[config.mk]
export PLATFORM = sky130hd
export DESIGN_NAME = slide_scan
export DESIGN_NICKNAME = d
export VERILOG_FILES = /design/src/rtl/slide_scan.sv
export SDC_FILE = /design/constraint.sdc
export NUM_CORES = 1
export LEC_CHECK = 0
export CAP_MARGIN = 40
export CORE_ASPECT_RATIO = 1.4
export CORE_UTILIZATION = 47
export CTS_CLUSTER_DIAMETER = 120
export CTS_CLUSTER_SIZE = 30
export DETAILED_ROUTE_END_ITERATION = 6
export PLACE_DENSITY_LB_ADDON = 0.25
export SLEW_MARGIN = 15
export SYNTH_ARGS = -nofsm -noshare
export SYNTH_HDL_FRONTEND = slang
export SYNTH_SLANG_ARGS = --single-unit
[constraint.sdc]
create_clock -name clk -period 2.3 [get_ports clk]
set_input_delay 0.345 -clock clk [delete_from_list [all_inputs] [get_ports clk]]
set_output_delay 0.345 -clock clk [all_outputs]
set_load 0.01 [all_outputs]
[src/rtl/slide_scan.sv]
// Round-robin potentiometer scanner in front of a shared A2D interface.
// Walks NUM_CH slots, requests one conversion per slot, and stores each result
// in a per-slot register with a one-cycle update pulse.
// Optional per-slot IIR smoothing is selected with the SLIDE_SCAN_AVG_EN macro.
module slide_scan #(
  parameter int unsigned NUM_CH   = 6,
  parameter int unsigned RES_W    = 12,
  // 3 bits per slot, slot 0 in the LSBs: slots 0..5 -> channels 0,1,2,3,4,7
  parameter logic [23:0] CH_MAP   = 24'o00743210,
  parameter int unsigned SCAN_GAP = 0
) (
  input  logic                    clk,
  input  logic                    rst_n,
  input  logic                    en,
  output logic                    strt_cnv,
  output logic [2:0]              chnnl,
  input  logic                    cnv_cmplt,
  input  logic [15:0]             res,
  output logic [NUM_CH*RES_W-1:0] pots,
  output logic [NUM_CH-1:0]       upd,
  output logic                    scan_done
);

  localparam int unsigned   IdxW    = (NUM_CH > 1) ? $clog2(NUM_CH) : 1;
  localparam logic [IdxW-1:0] IdxLast = IdxW'(NUM_CH - 1);
  // Only meaningful when SCAN_GAP > 0; the GAP state is unreachable otherwise.
  localparam logic [7:0]    GapLast = 8'(SCAN_GAP - 1);

  typedef enum logic [1:0] {StIdle, StStart, StWait, StGap} state_e;

  state_e                  state_q, state_d;
  logic [IdxW-1:0]         idx_q, idx_d;
  logic [7:0]              gap_cnt_q, gap_cnt_d;
  logic [NUM_CH*RES_W-1:0] pots_q, pots_d;
  logic [NUM_CH-1:0]       upd_q, upd_d;
  logic                    scan_done_q, scan_done_d;
  logic                    capture;
  logic [RES_W-1:0]        sample;
  logic [RES_W-1:0]        cap_val;
  logic                    unused_res;

  assign sample     = res[RES_W-1:0];
  assign unused_res = ^res;

`ifdef SLIDE_SCAN_AVG_EN
  logic [NUM_CH-1:0]       vld_q, vld_d;
  logic [RES_W-1:0]        cur_pot;
  logic                    cur_vld;
  logic signed [RES_W:0]   diff;
  logic signed [RES_W:0]   step;

  // Smoothed capture value: raw on first sample, else pot + (sample - pot)/4.
  always_comb begin
    cur_pot = '0;
    cur_vld = 1'b0;
    for (int k = 0; k < NUM_CH; k++) begin
      if (idx_q == IdxW'(k)) begin
        cur_pot = pots_q[k*RES_W +: RES_W];
        cur_vld = vld_q[k];
      end
    end
    diff    = $signed({1'b0, sample}) - $signed({1'b0, cur_pot});
    step    = diff >>> 2;
    cap_val = cur_vld ? (cur_pot + step[RES_W-1:0]) : sample;
  end

  // Valid flag per slot, set by its first capture.
  always_comb begin
    vld_d = vld_q;
    for (int k = 0; k < NUM_CH; k++) begin
      if (capture && (idx_q == IdxW'(k))) vld_d[k] = 1'b1;
    end
  end

  // Valid flag register.
  always_ff @(posedge clk or negedge rst_n) begin
    if (!rst_n) vld_q <= '0;
    else        vld_q <= vld_d;
  end
`else
  assign cap_val = sample;
`endif

  // Channel comes from the slot index alone, so it holds from START to capture.
  always_comb begin
    chnnl = 3'd0;
    for (int k = 0; k < NUM_CH; k++) begin
      if (idx_q == IdxW'(k)) chnnl = CH_MAP[k*3 +: 3];
    end
  end

  // FSM next state, slot capture and pulse generation.
  always_comb begin
    state_d     = state_q;
    idx_d       = idx_q;
    gap_cnt_d   = gap_cnt_q;
    pots_d      = pots_q;
    upd_d       = '0;
    scan_done_d = 1'b0;
    strt_cnv    = 1'b0;
    capture     = 1'b0;
    case (state_q)
      StIdle: begin
        if (en) state_d = StStart;
      end
      StStart: begin
        strt_cnv = 1'b1;
        state_d  = StWait;
      end
      StWait: begin
        if (cnv_cmplt) begin
          capture   = 1'b1;
          idx_d     = (idx_q == IdxLast) ? '0 : idx_q + 1'b1;
          gap_cnt_d = '0;
          if (SCAN_GAP > 0) state_d = StGap;
          else if (en)      state_d = StStart;
          else              state_d = StIdle;
        end
      end
      StGap: begin
        if (gap_cnt_q == GapLast) begin
          gap_cnt_d = '0;
          state_d   = en ? StStart : StIdle;
        end else begin
          gap_cnt_d = gap_cnt_q + 8'd1;
        end
      end
      default: state_d = StIdle;
    endcase
    for (int k = 0; k < NUM_CH; k++) begin
      if (capture && (idx_q == IdxW'(k))) begin
        pots_d[k*RES_W +: RES_W] = cap_val;
        upd_d[k]                 = 1'b1;
      end
    end
    scan_done_d = capture && (idx_q == IdxLast);
  end

  // State and result registers.
  always_ff @(posedge clk or negedge rst_n) begin
    if (!rst_n) begin
      state_q     <= StIdle;
      idx_q       <= '0;
      gap_cnt_q   <= '0;
      pots_q      <= '0;
      upd_q       <= '0;
      scan_done_q <= 1'b0;
    end else begin
      state_q     <= state_d;
      idx_q       <= idx_d;
      gap_cnt_q   <= gap_cnt_d;
      pots_q      <= pots_d;
      upd_q       <= upd_d;
      scan_done_q <= scan_done_d;
    end
  end

  assign pots      = pots_q;
  assign upd       = upd_q;
  assign scan_done = scan_done_q;

endmodule

# --- After elaboration in Yosys (flattened, before gate mapping) ---
# Index checks and enable logic that the tools add are counted.
# W data, S select, Z words.
classes:
  addsub: 2
  eq_ne: 12
  muxes: 23
  n_reduce_logical: 12
op_table:
  columns: ["operator", "n"]
  rows:
  - ["$mux W8", 2]
  - ["$pmux W8 S2", 1]
  - ["$mux W3", 4]
  - ["$mux W1", 11]
  - ["$add A8 B1 Y8 const B", 1]
  - ["$eq A8 B8 Y1 const B", 1]
  - ["$mux W2", 4]
  - ["$pmux W2 S4", 1]
  - ["$eq A3 B2 Y1 const B", 2]
  - ["$eq A3 B3 Y1 const B", 2]
  - ["$logic_and A1 B1 Y1", 6]
  - ["$ne A2 B2 Y1 const B", 3]
  - ["$eq A2 B2 Y1 const B", 2]
  - ["$reduce_and A2 Y1", 2]
  - ["$add A3 B1 Y3 const B", 1]
  - ["$eq A3 B1 Y1 const B", 1]
  - ["$logic_not A3 Y1", 1]
  - ["$reduce_and A3 Y1", 1]
  - ["$eq A2 B1 Y1 const B", 1]
  - ["$logic_not A2 Y1", 1]
  - ["$reduce_bool A2 Y1", 1]
totals:
  register_bits: 92
  inputBits: 20
  output_inout_bits: 83

# --- Longest topological paths before layout ---
depth:
  ltp_word: 6
  ltp_mapped: 6

# --- Worst setup path after synthesis ---
# No wires, ideal clock.
synth_timing:
  kind: "register to register"
  start: "reg idx_q[1]"
  end: "reg pots_q[38] (netlist: pots[38])"
  t_arrival_ps: 1661
  t_required_ps: 2175
  path_slack_ps: 514
  path_stages_with_launch: 6
  n_path_buf: 1
  path_cell_list: "dfrtp_1 > and2_1 > ha_1 > nand4b_1 > clkbuf_1 > mux2_2"
synth_between:
  elab_chain_cells: 2
synth_rtl:
  columns: ["element", "line_no", "text"]
  rows:
  - ["from (decl)", "32", "logic [IdxW-1:0] idx_q, idx_d;"]
  - ["from (signal assigned)", "150", "idx_q <= idx_d;"]
  - ["$eq A3 B2 Y1", "131", "if (capture && (idx_q == IdxW'(k))) begin"]
  - ["$logic_and A1 B1 Y1", "131", null]
  - ["to (signal assigned)", "152", "pots_q <= pots_d;"]
  - ["to (decl)", "34", "logic [NUM_CH*RES_W-1:0] pots_q, pots_d;"]
# No other way between the ends.
# A chain may end at the register's enable or synchronous reset.

# --- Final worst setup path ---
layout_timing:
  start: "reg idx_q[1]"
  end: "out chnnl[0]"
layout_between:
  elab_chain_cells: 6
  word_cells_on_any_way: 10
layout_rtl:
  columns: ["element", "line_no", "text"]
  rows:
  - ["$eq A3 B1 Y1", "88", "if (idx_q == IdxW'(k)) chnnl = CH_MAP[k*3 +: 3];"]
  - ["$mux W1", "88", null]
  - ["$mux W2", "88", null]
  - ["$mux W3 (2 in series)", "88", null]
  - ["$mux W3 (*)", "88", null]
  - ["to (decl)", "16", "output logic [2:0] chnnl,"]
# Every way passes the cells marked *; elsewhere a longest branch is shown, timed or not.

==> qor.yml <==
clocking:
  clkLatencyLatePin_ns: 0.36
  clock_sinks: 91
  cts_made_buffers: 9
  clockRootBuffer: "clkbuf_8"
  htree_num_levels: 3
  clk_pin_slew_ns: 0.09
  clk_path_buf_depth: 2
  cts_tree: "yes"
timing:
  slew_headroom_pct: 56.1
  fin_setup_tns_ns: 0
  setup_viol_count_final: 0
  hold_violations: 0
  min_period_over_period_pct: 94.4
  period_minus_slack_ns: 2.17
  rsz0062_at_grt: "false"
  worst_pin_slew_ns: 0.651
  holdWs_ns: 0.497
  fin_skew_ns: 0.00793
  slew_viol_final: 0
  fmax_ghz: 0.460
floorplanning:
  ios: 103
  fp.dieH_um: 106
  core_um2: 7410
  initial_core_util_pct: 49.1
  rows: 37
  die_w_um: 76.3
  dieArea_um2: 8100
detailed_routing:
  met2_length_mm: 3.84
  wl_per_cell_um: 16.8
  drt_wl_total_mm: 7.65
  highest-signal-layer: "met4"
  drtPass1Iterations: 4
  antenna_left: 0
  wl_met3_um: 290
  dr_total_vias: 2341
  drt_iter0_drc: 103
  viasPerCell: 5.15
  drcViolationCount: 0
  drt-met1-wl_mm: 3.34
global_routing:
  grt_pass1_vias: 2276
  grt_max_degree: 41
  overflow: 0
  antenna_found_initial: 0
  track_usage_pct: 20.4
  grt_pass1_wl_mm: 12.3
critical_path:
  crit_fanout: 9
  reg2reg_setup_slack_ns: 0.33
  crit_chain: "and2_1, ha_1, nand2_1, nand2_1, clkdlybuf4s50_1"
  r2r_end: "state_q[0]"
  cp_slowest_cell: "clkdlybuf4s50_1"
  crit_type: "reg2out"
  cp_top_family: "buffers and inverters"
  cp_data_required_time_ns: 1.96
  cp-end-kind: "output port"
  reg2reg_from: "gap_cnt_q[1]"
  worst_path_most_repeated_cell: "nand2_1"
  critPathArrivalTime_ns: 1.83
  reg2regPathDepth: 5
  critical_path.startpoint_type: "register"
  critPathBufInv: 1
  critical_path.max_stage_delay_ns: 0.53
layout:
  n_fill_cell: 571
  area_growth_pct: 36.8
  drive_gt1_share_pct: 29.1
  n_antenna_cell: 0
  final_cells: 455
  fin_nets: 375
placed_design:
  port_buffers: 98
  hpwl_mm: 5.34
  place_inst: 438
  gp_congestion: 0.796
status:
  status: "complete, no violations"
pwr:
  power.density_nw_per_um2: 1330
  p_leak_nw: 2.30
  ir_drop_uv: 705
logic_synthesis:
  synth_most_common_cell: "dfrtp_1"
  synth.distinct_cells: 35
  syn_nets: 267
  syn_area_per_cell_um2: 14.8
  synth_seq_cells: 91
  synth_area_um2: 3640
  synth_ff_type: "dfrtp_1"
  yosysTopAreaCellShare_pct: 62.6
  ys_top_cells_by_area: "dfrtp_1, mux2_2, mux2_4"
  ys_seq_area_share_pct: 62.6
  synth_edf_count: 0
  yosysTopAreaCell: "dfrtp_1"
  synthCells: 245
  synth_common_cells: "dfrtp_1, mux2_2, nand2_1"
  ys_async_sr_fraction_pct: 100
  ys_warn_count: 0
job:
  cap_violations: 0
min_path:
  min_path_type: "in2async"
-- per-stage QoR --
stage	util, %	total power [mW]	worst slack [ns]	instance area [um2]
2_1_floorplan	-	3.90	0.514	3640
6_report	67.1	6.60	0.128	4970
3_5_place_dp	63.9	5.46	0.149	4740
3_3_place_gp	63.9	5.37	0.176	4740
5_1_grt	67.1	6.95	0.0498	4970
4_1_cts	67.1	6.67	0.112	4970
-- cells in the final DEF, fill, tap and decap left out, types with 4 or more instances in the layout --
master / count
buf_4: 10
o211ai_1: 4
clkbuf_8: 11
clkdlybuf4s50_1: 96
nand2b_1: 4
dfrtp_1: 89
nand2_1: 13
mux2_4: 9
inv_1: 10
o21ai_0: 6
mux2_2: 63
or3_1: 4
-- routing by layer --
layer / GRT usage (%) / vias to the layer above
li1: - / 1078
met1: 26.8 / 1162
met2: 33.2 / 85
met3: 2.40 / 16
met4: 11.1 / 0
met5: 0 / -
-- logic make-up (layout without fill, tap and decap cells) --
| group | after synthesis | in the layout | share of synthesized area, % |
|---|---|---|---|
| multiplexers | 72 | 72 | 23.2 |
| AND/OR/NAND/NOR | 36 | 36 | 5.82 |
| adder cells (fa/ha/maj) | 2 | 2 | 0.688 |
| buffers and inverters | 22 | 135 | 3.44 |
| AO/OA/AOI/OAI | 21 | 21 | 3.96 |
| flip-flops | 91 | 91 | 62.6 |
| XOR/XNOR | 1 | 1 | 0.241 |
-- power breakdown --
part | internal [mW] | total (mW) | switching (mW)
clock | 0.666 | 1.21 | 0.542
sequential | 2.25 | 2.67 | 0.423
combinational | 1.72 | 2.72 | 1.00
-- final cells by class --
type                       count  area [um2]  share of cell area, %
clock buffer                  11         151                   3.04
clock inverter                 5        75.1                   1.51
inverter                      10        37.5                  0.755
multi-input combinational    132        1230                   24.8
sequential                    91        2280                   45.8
tap                           97         121                   2.44
timing repair buffer         109        1070                   21.6
-- how the worst max path moves through the flow --
| stage | endpoint | startpoint | depth (start not counted) |
|---|---|---|---|
| after CTS | chnnl[0] | idx_q[1] | 5 |
| after detailed placement | pots[7] | cnv_cmplt | 4 |
| final | chnnl[0] | idx_q[1] | 5 |
| after floorplan | pots[38] | idx_q[1] | 5 |
| after global routing | chnnl[0] | idx_q[1] | 5 |
| after global placement | pots[4] | cnv_cmplt | 4 |
-- state kept, by name, indices dropped and copies added, names as in the netlist --
signal,cells
gap_cnt_q,8
idx_q,3
pots,72
scan_done,1
state_q,2
upd,5
-- worst reg2reg max path: cells and delay by family (launching register included) --
family / cells / cell delay [ns]
flops: 1 / 0.41
buf+inv: 1 / 0.25
simple gates: 1 / 0.16
fa+ha+maj: 1 / 0.22
compound gates: 2 / 0.83
-- repair_timing --
| action | 4_1_cts | 5_1_grt |
|---|---|---|
| setup endpoints to repair | 1 | 0 |
| gates resized for setup | 3 | 0 |
| buffers inserted | 0 | 0 |
| hold buffers | 1 | 0 |
| hold endpoints to repair | 37 | 0 |
No activity file was read; power rests on OpenSTA's default activity.
